==> src/rtl/nco_sweep_ctrl_if.sv <==
// Control/status and phase_accumulator-side signals of the NCO sweep controller.
interface nco_sweep_ctrl_if #(
    parameter int unsigned FCW_W   = 20,
    parameter int unsigned NSTEP_W = 10,
    parameter int unsigned DWELL_W = 8
);
    logic               start;
    logic               abort;
    logic [FCW_W-1:0]   cfg_fcw_start;
    logic [FCW_W-1:0]   cfg_fcw_step;
    logic [NSTEP_W-1:0] cfg_num_steps;
    logic [DWELL_W-1:0] cfg_dwell;
    logic               cfg_loop;
    logic               nco_vld;
    logic               nco_en;
    logic [FCW_W-1:0]   nco_fcw;
    logic               busy;
    logic               done;
    logic [NSTEP_W-1:0] step_idx;

    modport master (
        output start, abort, cfg_fcw_start, cfg_fcw_step, cfg_num_steps,
               cfg_dwell, cfg_loop, nco_vld,
        input  nco_en, nco_fcw, busy, done, step_idx
    );

    modport slave (
        input  start, abort, cfg_fcw_start, cfg_fcw_step, cfg_num_steps,
               cfg_dwell, cfg_loop, nco_vld,
        output nco_en, nco_fcw, busy, done, step_idx
    );
endinterface

==> src/rtl/nco_sweep_ctrl.sv <==
// Linear FCW sweep sequencer driving the serial phase_accumulator En/FCW inputs.
// Optional NCO_SWEEP_PINGPONG_EN: walk back down to index 0 after the last step.
module nco_sweep_ctrl #(
    parameter int unsigned FCW_W   = 20,
    parameter int unsigned NSTEP_W = 10,
    parameter int unsigned DWELL_W = 8
) (
    input  logic             clk,
    input  logic             rst_n,
    nco_sweep_ctrl_if.slave  bus
);

    typedef enum logic [1:0] {IDLE, RUN, DRAIN} state_t;

    state_t             state_q, state_d;
    logic               en_q, en_d;
    logic [FCW_W-1:0]   fcw_q, fcw_d;
    logic               busy_q;
    logic               done_q, done_d;
    logic [NSTEP_W-1:0] idx_q, idx_d;
    logic [DWELL_W-1:0] dwell_q, dwell_d;
    logic               ld_c;

    logic [FCW_W-1:0]   sh_start, sh_step;
    logic [NSTEP_W-1:0] sh_last;
    logic [DWELL_W-1:0] sh_dwell;
    logic               sh_loop;

    logic [DWELL_W-1:0] dwell_inc_c;
    logic [NSTEP_W-1:0] idx_up_c, idx_dn_c;
    logic [FCW_W-1:0]   fcw_up_c, fcw_dn_c;

    assign dwell_inc_c = dwell_q + DWELL_W'(1);
    assign idx_up_c    = idx_q + NSTEP_W'(1);
    assign idx_dn_c    = idx_q - NSTEP_W'(1);
    assign fcw_up_c    = fcw_q + sh_step;
    assign fcw_dn_c    = fcw_q - sh_step;

`ifdef NCO_SWEEP_PINGPONG_EN
    logic dir_q, dir_d;
`endif

    // Sweep configuration captured at start; zero count/dwell act as one.
    always_ff @(posedge clk or negedge rst_n) begin
        if (!rst_n) begin
            sh_start <= '0;
            sh_step  <= '0;
            sh_last  <= '0;
            sh_dwell <= DWELL_W'(1);
            sh_loop  <= 1'b0;
        end else if (ld_c) begin
            sh_start <= bus.cfg_fcw_start;
            sh_step  <= bus.cfg_fcw_step;
            sh_last  <= (bus.cfg_num_steps == '0) ? '0 : bus.cfg_num_steps - NSTEP_W'(1);
            sh_dwell <= (bus.cfg_dwell == '0) ? DWELL_W'(1) : bus.cfg_dwell;
            sh_loop  <= bus.cfg_loop;
        end
    end

    always_ff @(posedge clk or negedge rst_n) begin
        if (!rst_n) begin
            state_q <= IDLE;
            en_q    <= 1'b0;
            fcw_q   <= '0;
            busy_q  <= 1'b0;
            done_q  <= 1'b0;
            idx_q   <= '0;
            dwell_q <= '0;
`ifdef NCO_SWEEP_PINGPONG_EN
            dir_q   <= 1'b0;
`endif
        end else begin
            state_q <= state_d;
            en_q    <= en_d;
            fcw_q   <= fcw_d;
            busy_q  <= (state_d != IDLE);
            done_q  <= done_d;
            idx_q   <= idx_d;
            dwell_q <= dwell_d;
`ifdef NCO_SWEEP_PINGPONG_EN
            dir_q   <= dir_d;
`endif
        end
    end

    always_comb begin
        state_d = state_q;
        en_d    = en_q;
        fcw_d   = fcw_q;
        done_d  = 1'b0;
        idx_d   = idx_q;
        dwell_d = dwell_q;
        ld_c    = 1'b0;
`ifdef NCO_SWEEP_PINGPONG_EN
        dir_d   = dir_q;
`endif
        if (bus.abort) begin
            state_d = IDLE;
            en_d    = 1'b0;
            idx_d   = '0;
            dwell_d = '0;
`ifdef NCO_SWEEP_PINGPONG_EN
            dir_d   = 1'b0;
`endif
        end else begin
            case (state_q)
                IDLE: begin
                    if (bus.start) begin
                        ld_c    = 1'b1;
                        fcw_d   = bus.cfg_fcw_start;
                        idx_d   = '0;
                        dwell_d = '0;
                        en_d    = 1'b1;
                        state_d = RUN;
`ifdef NCO_SWEEP_PINGPONG_EN
                        dir_d   = 1'b0;
`endif
                    end
                end
                RUN: begin
                    // FCW moves only on a Vld edge, so each frame uses a stable FCW.
                    if (bus.nco_vld) begin
                        if (dwell_inc_c == sh_dwell) begin
                            dwell_d = '0;
`ifdef NCO_SWEEP_PINGPONG_EN
                            if (!dir_q && idx_q != sh_last) begin
                                idx_d = idx_up_c;
                                fcw_d = fcw_up_c;
                            end else if (dir_q && idx_q != '0) begin
                                idx_d = idx_dn_c;
                                fcw_d = fcw_dn_c;
                            end else if (!dir_q && sh_last != '0) begin
                                dir_d = 1'b1;
                                idx_d = idx_dn_c;
                                fcw_d = fcw_dn_c;
                            end else if (sh_loop) begin
                                dir_d = 1'b0;
                                idx_d = '0;
                                fcw_d = sh_start;
                            end else begin
                                state_d = DRAIN;
                            end
`else
                            if (idx_q != sh_last) begin
                                idx_d = idx_up_c;
                                fcw_d = fcw_up_c;
                            end else if (sh_loop) begin
                                idx_d = '0;
                                fcw_d = sh_start;
                            end else begin
                                state_d = DRAIN;
                            end
`endif
                        end else begin
                            dwell_d = dwell_inc_c;
                        end
                    end
                end
                DRAIN: begin
                    // Hold En until the last frame's phase has been serialized.
                    if (bus.nco_vld) begin
                        en_d    = 1'b0;
                        done_d  = 1'b1;
                        state_d = IDLE;
                    end
                end
                default: state_d = IDLE;
            endcase
        end
    end

    assign bus.nco_en   = en_q;
    assign bus.nco_fcw  = fcw_q;
    assign bus.busy     = busy_q;
    assign bus.done     = done_q;
    assign bus.step_idx = idx_q;

endmodule
==> src/flat_wrapper.sv <==
// flat-port wrapper written by rule: the top's interface ports become plain ports
module nco_sweep_ctrl_flat 
#(
    parameter int unsigned FCW_W   = 20,
    parameter int unsigned NSTEP_W = 10,
    parameter int unsigned DWELL_W = 8
)
  (clk, rst_n, bus_start, bus_abort, bus_cfg_fcw_start, bus_cfg_fcw_step, bus_cfg_num_steps, bus_cfg_dwell, bus_cfg_loop, bus_nco_vld, bus_nco_en, bus_nco_fcw, bus_busy, bus_done, bus_step_idx);
  nco_sweep_ctrl_if #(.FCW_W(FCW_W), .NSTEP_W(NSTEP_W), .DWELL_W(DWELL_W)) bus_i ();
  input  logic clk;
  input  logic rst_n;
  input wire logic [$bits(bus_i.start)-1:0] bus_start;
  input wire logic [$bits(bus_i.abort)-1:0] bus_abort;
  input wire logic [$bits(bus_i.cfg_fcw_start)-1:0] bus_cfg_fcw_start;
  input wire logic [$bits(bus_i.cfg_fcw_step)-1:0] bus_cfg_fcw_step;
  input wire logic [$bits(bus_i.cfg_num_steps)-1:0] bus_cfg_num_steps;
  input wire logic [$bits(bus_i.cfg_dwell)-1:0] bus_cfg_dwell;
  input wire logic [$bits(bus_i.cfg_loop)-1:0] bus_cfg_loop;
  input wire logic [$bits(bus_i.nco_vld)-1:0] bus_nco_vld;
  output wire logic [$bits(bus_i.nco_en)-1:0] bus_nco_en;
  output wire logic [$bits(bus_i.nco_fcw)-1:0] bus_nco_fcw;
  output wire logic [$bits(bus_i.busy)-1:0] bus_busy;
  output wire logic [$bits(bus_i.done)-1:0] bus_done;
  output wire logic [$bits(bus_i.step_idx)-1:0] bus_step_idx;
  assign bus_i.start = bus_start;
  assign bus_i.abort = bus_abort;
  assign bus_i.cfg_fcw_start = bus_cfg_fcw_start;
  assign bus_i.cfg_fcw_step = bus_cfg_fcw_step;
  assign bus_i.cfg_num_steps = bus_cfg_num_steps;
  assign bus_i.cfg_dwell = bus_cfg_dwell;
  assign bus_i.cfg_loop = bus_cfg_loop;
  assign bus_i.nco_vld = bus_nco_vld;
  assign bus_nco_en = bus_i.nco_en;
  assign bus_nco_fcw = bus_i.nco_fcw;
  assign bus_busy = bus_i.busy;
  assign bus_done = bus_i.done;
  assign bus_step_idx = bus_i.step_idx;
  nco_sweep_ctrl #(.FCW_W(FCW_W), .NSTEP_W(NSTEP_W), .DWELL_W(DWELL_W)) u_core (.clk(clk), .rst_n(rst_n), .bus(bus_i));
endmodule
==> config.mk <==
export PLATFORM = sky130hd
export DESIGN_NAME = nco_sweep_ctrl_flat
export DESIGN_NICKNAME = d
export VERILOG_FILES = /design/src/rtl/nco_sweep_ctrl_if.sv /design/src/rtl/nco_sweep_ctrl.sv /design/src/flat_wrapper.sv
export SDC_FILE = /design/constraint.sdc
export NUM_CORES = 1
export LEC_CHECK = 0
export ABC_AREA = 1
export CORE_AREA = 2 2 113 115
export DETAILED_ROUTE_END_ITERATION = 10
export DIE_AREA = 0 0 115 117
export GPL_TIMING_DRIVEN = 0
export HOLD_SLACK_MARGIN = 0.02
export PLACE_DENSITY = 0.85
export SLEW_MARGIN = 20
export SYNTH_ARGS = -nofsm -noshare
export SYNTH_HDL_FRONTEND = slang
export SYNTH_SLANG_ARGS = --single-unit
==> constraint.sdc <==
create_clock -name clk -period 2.6 [get_ports clk]
set_input_delay 0.52 -clock clk [delete_from_list [all_inputs] [get_ports clk]]
set_output_delay 0.52 -clock clk [all_outputs]
set_load 0.1 [all_outputs]
# ---- Word level (Yosys, flattened, before mapping)
# Index checks and enable logic that the tools add are counted.
dict set report totals {
  ff_bits 102
  in_bits 64
  out_inout_bits 33
  word_cells 79
}
dict set report classes {
  addsub 4
  n_eq_ne 13
  n_mux 38
  n_bitwise 1
  reduce_logical 11
}
# cell n
set ops {}
lappend ops {{$mux 20} 5}
lappend ops {{$mux 10} 7}
lappend ops {{$mux 8} 5}
lappend ops {{$pmux 20 s2} 1}
lappend ops {{$add 20x20->20} 1}
lappend ops {{$pmux 10 s2} 1}
lappend ops {{$pmux 8 s2} 1}
lappend ops {{$mux 2} 7}
lappend ops {{$add 10x1->10 const B} 1}
lappend ops {{$logic_not 10->1} 1}
lappend ops {{$ne 10x10->1} 1}
lappend ops {{$sub 10x1->10 const B} 1}
lappend ops {{$mux 1} 9}
lappend ops {{$ne 3x3->1 const B} 3}
lappend ops {{$add 8x1->8 const B} 1}
lappend ops {{$eq 8x8->1} 1}
lappend ops {{$logic_not 8->1} 1}
lappend ops {{$pmux 2 s3} 1}
lappend ops {{$reduce_and 3->1} 2}
lappend ops {{$reduce_and 6->1} 1}
lappend ops {{$reduce_bool 3->1} 2}
lappend ops {{$reduce_and 5->1} 1}
lappend ops {{$ne 2x2->1 const B} 2}
lappend ops {{$ne 4x2->1 const B} 1}
lappend ops {{9 further kinds} 10}

# ---- Longest topological paths before layout
# Gate-level depths: netlist of run 1.
dict set report depth {
  word_depth 7
  mapped_depth 15
  ltp_nobuf 15
}

# ---- Worst setup path before layout of run 1
# OpenSTA, ideal clock, no wires.
dict set report synth_timing {
  path_kind {register to register}
  start {register u_core.fcw_q[0], in the netlist u_core.bus.nco_fcw[0]}
  end {register u_core.fcw_q[16], in the netlist u_core.bus.nco_fcw[16]}
  setup_ps 120
  t_arrival_ps 2343
  required_time_ps 2480
  slack_ps 137
  stages_incl_launch_ff 15
  n_path_buf 0
  period_less_slack_ps 2463
  cell_sequence {dfrtp_1 > ha_1 > fa_1 > nand3_1 > nand3_1 > nand2_1 > nand2_1 > nand3b_1 > nand2_1 > nand2_1 > nand3_1 > nand2_1 > nand2_1 > nand2_1 > nand2_1}
}
dict set report synth_between {
  elab_chain_len 5
}
# item line_no
set synth_lines {}
lappend synth_lines {{from (decl)} nco_sweep_ctrl.sv:17} ;# logic [FCW_W-1:0] fcw_q, fcw_d;
lappend synth_lines {{from (signal assigned)} nco_sweep_ctrl.sv:75} ;# fcw_q <= fcw_d;
lappend synth_lines {{$add 20x20->20} nco_sweep_ctrl.sv:36} ;# assign fcw_up_c = fcw_q + sh_step;
lappend synth_lines {{$mux 20} nco_sweep_ctrl.sv:144} ;# if (idx_q != sh_last) begin
lappend synth_lines {{$mux 20} nco_sweep_ctrl.sv:123} ;# if (dwell_inc_c == sh_dwell) begin
lappend synth_lines {{$mux 20} nco_sweep_ctrl.sv:122} ;# if (bus.nco_vld) begin
lappend synth_lines {{$pmux 20 s2} nco_sweep_ctrl.sv:106} ;# case (state_q)
# Every way passes these cells. The select of a mux whose other input is x is not followed.
# A chain may end at the register's enable or synchronous reset.

# ---- Worst setup path in the final report of run 1
dict set report layout_timing {
  start {register u_core.idx_q[3], in the netlist u_core.bus.step_idx[3]}
  end {output bus_step_idx[3]}
}
# item line_no
set layout_lines {}
lappend layout_lines {{from (decl)} nco_sweep_ctrl.sv:20} ;# logic [NSTEP_W-1:0] idx_q, idx_d;
lappend layout_lines {{from (signal assigned)} nco_sweep_ctrl.sv:78} ;# idx_q <= idx_d;
lappend layout_lines {{to (decl)} flat_wrapper.sv:24} ;# output wire logic [$bits(bus_i.step_idx)-1:0] bus_step_idx;
# No word-level cell between the ends.

==> results of run 1 <==
==> repair_timing <==
item                                    in CTS  in global routing
hold buffers                                 0                  0
endpoints found under the setup margin       0                  2
gates resized for setup                      0                  2
endpoints found under the hold margin        0                  0
==> cell type report <==
| type | count | share of cell area |
|---|---|---|
| Multi-Input combinational cell | 724 | 0.4392 |
| Sequential cell | 102 | 0.3146 |
| Timing Repair Buffer | 97 | 0.1226 |
| Inverter | 103 | 0.04763 |
| Clock buffer | 9 | 0.02775 |
| Tap cell | 150 | 0.02312 |
| Buffer | 30 | 0.01804 |
| Clock inverter | 7 | 0.007091 |
==> per-stage QoR <==
stage          std cells  instance area, um^2
3_5_place_dp        1206                 7829
2_1_floorplan        959                 6651
4_1_cts             1222                 8112
5_1_grt             1222                 8117
3_3_place_gp        1205                 7800
6_report            1222                 8117
==> state kept, by name, indices dropped and copies added (netlist names) <==
signal	cells
u_core.bus.nco_fcw	20
u_core.sh_start	20
u_core.sh_step	20
u_core.bus.step_idx	10
u_core.sh_last	10
u_core.dwell_q	8
u_core.sh_dwell	8
u_core.state_q	2
u_core.bus.busy	1
u_core.bus.done	1
u_core.bus.nco_en	1
u_core.sh_loop	1
==> kinds of logic (layout without fill, tap and decap cells) <==
group | count (synthesis) | after routing | synth area share
AOI/OAI and AO/OA | 77 | 77 | 0.06452
buffers and inverters | 133 | 246 | 0.08013
xor gates and xnor gates | 24 | 24 | 0.03273
adders and majority gates | 23 | 23 | 0.04439
DFF | 102 | 102 | 0.3839
and+or+nand+nor | 600 | 600 | 0.3943
==> path summary, 6_finish.rpt <==
check                                                   start                            endpoint  cells after the start
max in group asynchronous                               rst_n      u_core.sh_dwell[0]$_DFFE_PN1P_                      2
max                        u_core.bus.step_idx[3]$_DFFE_PN0P_                     bus_step_idx[3]                      1
min reg2reg                   u_core.sh_start[13]$_DFFE_PN0P_     u_core.sh_start[13]$_DFFE_PN0P_                      2
max reg2reg                 u_core.bus.nco_fcw[0]$_DFFE_PN0P_  u_core.bus.nco_fcw[16]$_DFFE_PN0P_                     14
min                                                     rst_n       u_core.sh_last[2]$_DFFE_PN0P_                      1
min in group clk              u_core.sh_start[13]$_DFFE_PN0P_     u_core.sh_start[13]$_DFFE_PN0P_                      2
==> power by group through the flow <==
| stage | registers (W) | clock network, W | logic (W) |
|---|---|---|---|
| 6_report | 0.00213 | 0.00131 | 0.00349 |
| 5_1_grt | 0.00217 | 0.00138 | 0.00382 |
| 4_1_cts | 0.00213 | 0.00132 | 0.00347 |
| 3_5_place_dp | 0.00215 | 0 | 0.00344 |
| 3_3_place_gp | 0.00215 | 0 | 0.00340 |
| 2_1_floorplan | 0.00300 | 0 | 0.00168 |
==> per-layer routing <==
metal | vias to the layer above | GRT usage | routed length [um]
met5 | - | 0 | 0
met4 | 0 | 0.1317 | 490
met3 | 36 | 0.04840 | 1414
met2 | 277 | 0.4486 | 8144
met1 | 3098 | 0.3903 | 7956
li1 | 3252 | - | -
==> cell usage in the layout, fill, tap and decap left out, types with 8 or more instances in the layout <==
cell	Yosys	layout
clkbuf_1	16	16
ha_1	22	22
xnor2_1	8	8
o22ai_1	9	9
o21ai_0	36	36
nor3_1	17	17
buf_2	9	9
nor2_1	52	52
xor2_1	15	15
nand3_1	90	90
clkdlybuf4s50_1	0	93
nand4_1	10	10
inv_1	100	100
a21oi_1	19	19
clkbuf_16	0	9
nand2_2	11	11
nand2_1	391	391
dfrtp_1	101	101
==> metrics.cfg, run 1 <==
[setup_path]
ff2ff_setup_slack_ps=260
path_max_fanout=7
critical_path_required_ps=2080
cpPeakStageDelay_ps=1180
slowest_stage=clkdlybuf4s50_1
cp_top_family=buffers and inverters
path_class=register to primary output
setup.worst_path.start_class=register
worstPathArrival_ps=2010
crit_path_end_kind=primary output
crit_buf_inv=1
path_cells=clkdlybuf4s50_1

[drt]
antenna_left=0
drc_errors=0
dr.pass1.iters=5
via_count=6663
routed_wl_um=18010
drt_iter0_drc=456
wl_per_cell_um=14.73
vias_per_cell=5.453

[power_and_ir_drop]
vdd_drop_max_mv=0.4480
p_per_area_mw_per_mm2=854.6
swShare=0.4786
leakagePower_nw=4.184
seqPwrFrac=0.307
finalPower_w=0.006936
p_sw_w=0.003320
p_comb_frac=0.504
p_int_w=0.003617
pwr-share-clk=0.189

[layout]
syn_to_final_growth_pct=22.03
nets=1154
seq_area_mm2=0.002554
drive_gt1_frac=0.06716
multi_input_area_mm2=0.003565
fillers=1093
n_antenna_cell=0
utilization=0.6592

[sta]
setup_slack_ps=68.32
max_freq_mhz=395.0
slew-limit-headroom=0.3415
setup_viol=0
worst_pin_slew_ps=984.6
fin_worst_skew_ps=8.003
slew_violations=0
whs_ps=77.35
timing.final.crit_period_ps=2532
grt_setup_unrepaired=false
finalHoldViolations=0
finalSetupTns_ps=0
timing.final.crit_share=0.9737

[place]
gp_congestion=0.9408
port-buffer-count=96
dp_hpwl_um=13740
preCtsSetupSlack_ps=-18.96

[synth]
synth_cells=959
seq_area_frac_synth=0.3839
synthFlopType=dfrtp_1
synth_edf_count=0
synth_most_common_cell=nand2_1
synth_cell_type_count=43
synth_area_leaders=dfrtp_1 38%, nand2_1 22%, nand3_1 6.8%, inv_1 5.6%, ha_1 4.1%
synth_area_per_cell_um2=6.936
ys_seq_elements=102
synth_top_cell_area_share=0.3800
ys_warn_count=0
synthesis.area_mm2=0.006651
synthesis.nets=1046
synthTopCellsByCount=391 x nand2_1, 101 x dfrtp_1, 100 x inv_1
synthArstFlopShare=1.000
yosysTopAreaCell=dfrtp_1

[clock_tree]
clkLatencyLatePin_ps=360
cts_max_path_buffers=2
clock-sinks=102
cts_root_buf=clkbuf_16
cts_tree=built
cts_made_buffers=9
path_clk_slew_ps=70
cts_setup_buffers=0
cts_max_level=3

[grt]
grt.total_usage=0.2857
grt_pass1_vias=6204
grt_pass1_wl_um=29780
antenna_found_initial=0
overflow=0
grt_max_degree=58

[worst_hold_path]
hp-class=primary input to asynchronous set/reset pin

[status]
status=completed

[die]
row_count=41
coreArea_mm2=0.01231
initial_core_util=0.5402
die_h_um=117
ios=97
fp.dieArea_mm2=0.01346
die_x_um=115

[run]
cap_violations=0

(Power assumes the default switching activity.)
==> run 2: changes to the inputs <==
--- a/constraint.sdc
+++ b/constraint.sdc
@@ -3,2 +3,2 @@
 set_output_delay 0.52 -clock clk [all_outputs]
-set_load 0.1 [all_outputs]
+set_load 0.01 [all_outputs]
==> run 2 against run 1 <==
Worst setup slack better by 180 ps; critical path depth up 13; via count about the same; total power down 13%; final area about the same; cell count unchanged; routed wire length down 0.33%; sequential share of layout area about the same; critical path type is now register to register; largest power group unchanged; highest routed layer unchanged.
==> metrics.cfg, run 2 (synthesis gave the netlist of run 1 again) <==
[status]
status=completed

[power_and_ir_drop]
leakagePower_nw=4.147
p_sw_w=0.002440
swShare=0.4027
p_per_area_mw_per_mm2=747.0
pwr-share-clk=0.216
seqPwrFrac=0.352
p_int_w=0.003620
finalPower_w=0.006059
p_comb_frac=0.433
vdd_drop_max_mv=0.3484

[clock_tree]
cts_setup_buffers=0
clkLatencyLatePin_ps=360
cts_resized=0
cts_max_level=3
cts_made_buffers=9
cts_hold_buffers=0
cts_tree=built
clock-sinks=102
path_clk_slew_ps=70
cts_root_buf=clkbuf_16
cts_max_path_buffers=2

[drt]
dr.pass1.iters=7
drc_errors=0
routed_wl_um=17950
drt_iter0_drc=464
wl_per_cell_um=14.69
antenna_left=0
vias_per_cell=5.452
via_count=6662

[sta]
whs_ps=75.94
timing.final.crit_period_ps=2350
slew-limit-headroom=0.4865
max_freq_mhz=425.5
fin_worst_skew_ps=8.161
finalHoldViolations=0
setup_viol=0
grt_setup_unrepaired=false
timing.final.crit_share=0.9040
worst_pin_slew_ps=767.4
slew_violations=0

[layout]
utilization=0.6588
syn_to_final_growth_pct=21.95
fin_area_mm2=0.008112
drive_gt1_frac=0.06716
fillers=1095
layout_commonest_cell=nand2_1
nets=1154
layout_common_cells=391 x nand2_1, 101 x dfrtp_1, 100 x inv_1
n_antenna_cell=0

[place]
gp_congestion=0.9408
dp_hpwl_um=13740
dpl_cell_area_mm2=0.007829
port-buffer-count=96

[setup_path]
path_max_fanout=4
path_class=register to register
path_cells=ha_1 -> fa_1 -> nand3_1 -> nand3_1 -> nand2_1 -> nand2_1 -> nand3b_1 -> nand2_1 -> nand2_1 -> nand3_1 -> nand2_1 -> nand2_1 -> nand2_1 -> nand2_1
crit_path_end_kind=register
crit_top_cell=nand2_1
worstPathArrival_ps=2610
slowest_stage=fa_1
critical_path_required_ps=2860
setup.worst_path.start_class=register
cpPeakStageDelay_ps=460

[grt]
antenna_found_initial=0
grt_pass1_vias=6204
grt_pass1_wl_um=29780
grt.total_usage=0.2857
overflow=0
grt_max_degree=58

[die]
ios=97
die_h_um=117
row_count=41
initial_core_util=0.5402
fp.dieArea_mm2=0.01346
die_x_um=115
coreArea_mm2=0.01231

[worst_hold_path]
hp-class=primary input to asynchronous set/reset pin

[run]
cap_violations=0

run 2: cell count changes in the layout (fill, tap and decap cells not counted):
| cell | delta |
|---|---|
| clkdlybuf4s50_1 | +2 |
| dlymetal6s2s_1 | -2 |
run 2: path summary, 6_finish.rpt:
path | start | endpoint | slack, ps | cells past startpoint
min in group clk | u_core.sh_start[13]$_DFFE_PN0P_ | u_core.sh_start[13]$_DFFE_PN0P_ | 470 | 2
setup / recovery | u_core.bus.nco_fcw[0]$_DFFE_PN0P_ | u_core.bus.nco_fcw[16]$_DFFE_PN0P_ | 250 | 14
hold reg to reg | u_core.sh_start[13]$_DFFE_PN0P_ | u_core.sh_start[13]$_DFFE_PN0P_ | 470 | 2
setup reg to reg | u_core.bus.nco_fcw[0]$_DFFE_PN0P_ | u_core.bus.nco_fcw[16]$_DFFE_PN0P_ | 250 | 14
hold / removal | rst_n | u_core.sh_last[2]$_DFFE_PN0P_ | 80 | 1
max in group asynchronous | rst_n | u_core.sh_dwell[0]$_DFFE_PN1P_ | 1850 | 2
run 2: cell type report:
type,instances,area [um^2],area share
Inverter,103,386.6,0.04766
Tap cell,150,187.7,0.02314
Buffer,30,146.4,0.01805
Multi-Input combinational cell,724,3565,0.4395
Clock buffer,9,225.2,0.02776
Timing Repair Buffer,97,989.7,0.1220
Clock inverter,7,57.56,0.007095
Sequential cell,102,2554,0.3148
run 2: power by group through the flow:
stage	clock network [W]	logic, W	registers, W
6_report	0.00131	0.00262	0.00213
3_3_place_gp	0	0.00253	0.00215
5_1_grt	0.00138	0.00295	0.00217
2_1_floorplan	0	0.00168	0.00215
3_5_place_dp	0	0.00257	0.00215
4_1_cts	0.00132	0.00260	0.00213
run 2: worst max-delay path, delay by kind of cell, from the launching register on:
family        cells  cell delay (ps)
fa+ha+maj         2              730
flops             1              430
simple gates     12             1090
run 2: per-layer routing:
metal	global-route usage	vias to the layer above	share of wire
li1	-	3254	-
met1	0.3903	3066	0.44
met2	0.4486	304	0.45
met3	0.04840	38	0.080
met4	0.1317	0	0.028
met5	0	-	0
run 2: stage by stage:
stage,worst slack [ps],setup TNS (ps),std cells
6_report,249.6,0,1222
3_3_place_gp,-2759,-279480,1205
4_1_cts,275.0,0,1222
3_5_place_dp,-18.96,-18.96,1206
2_1_floorplan,642.3,0,959
5_1_grt,112.7,0,1222
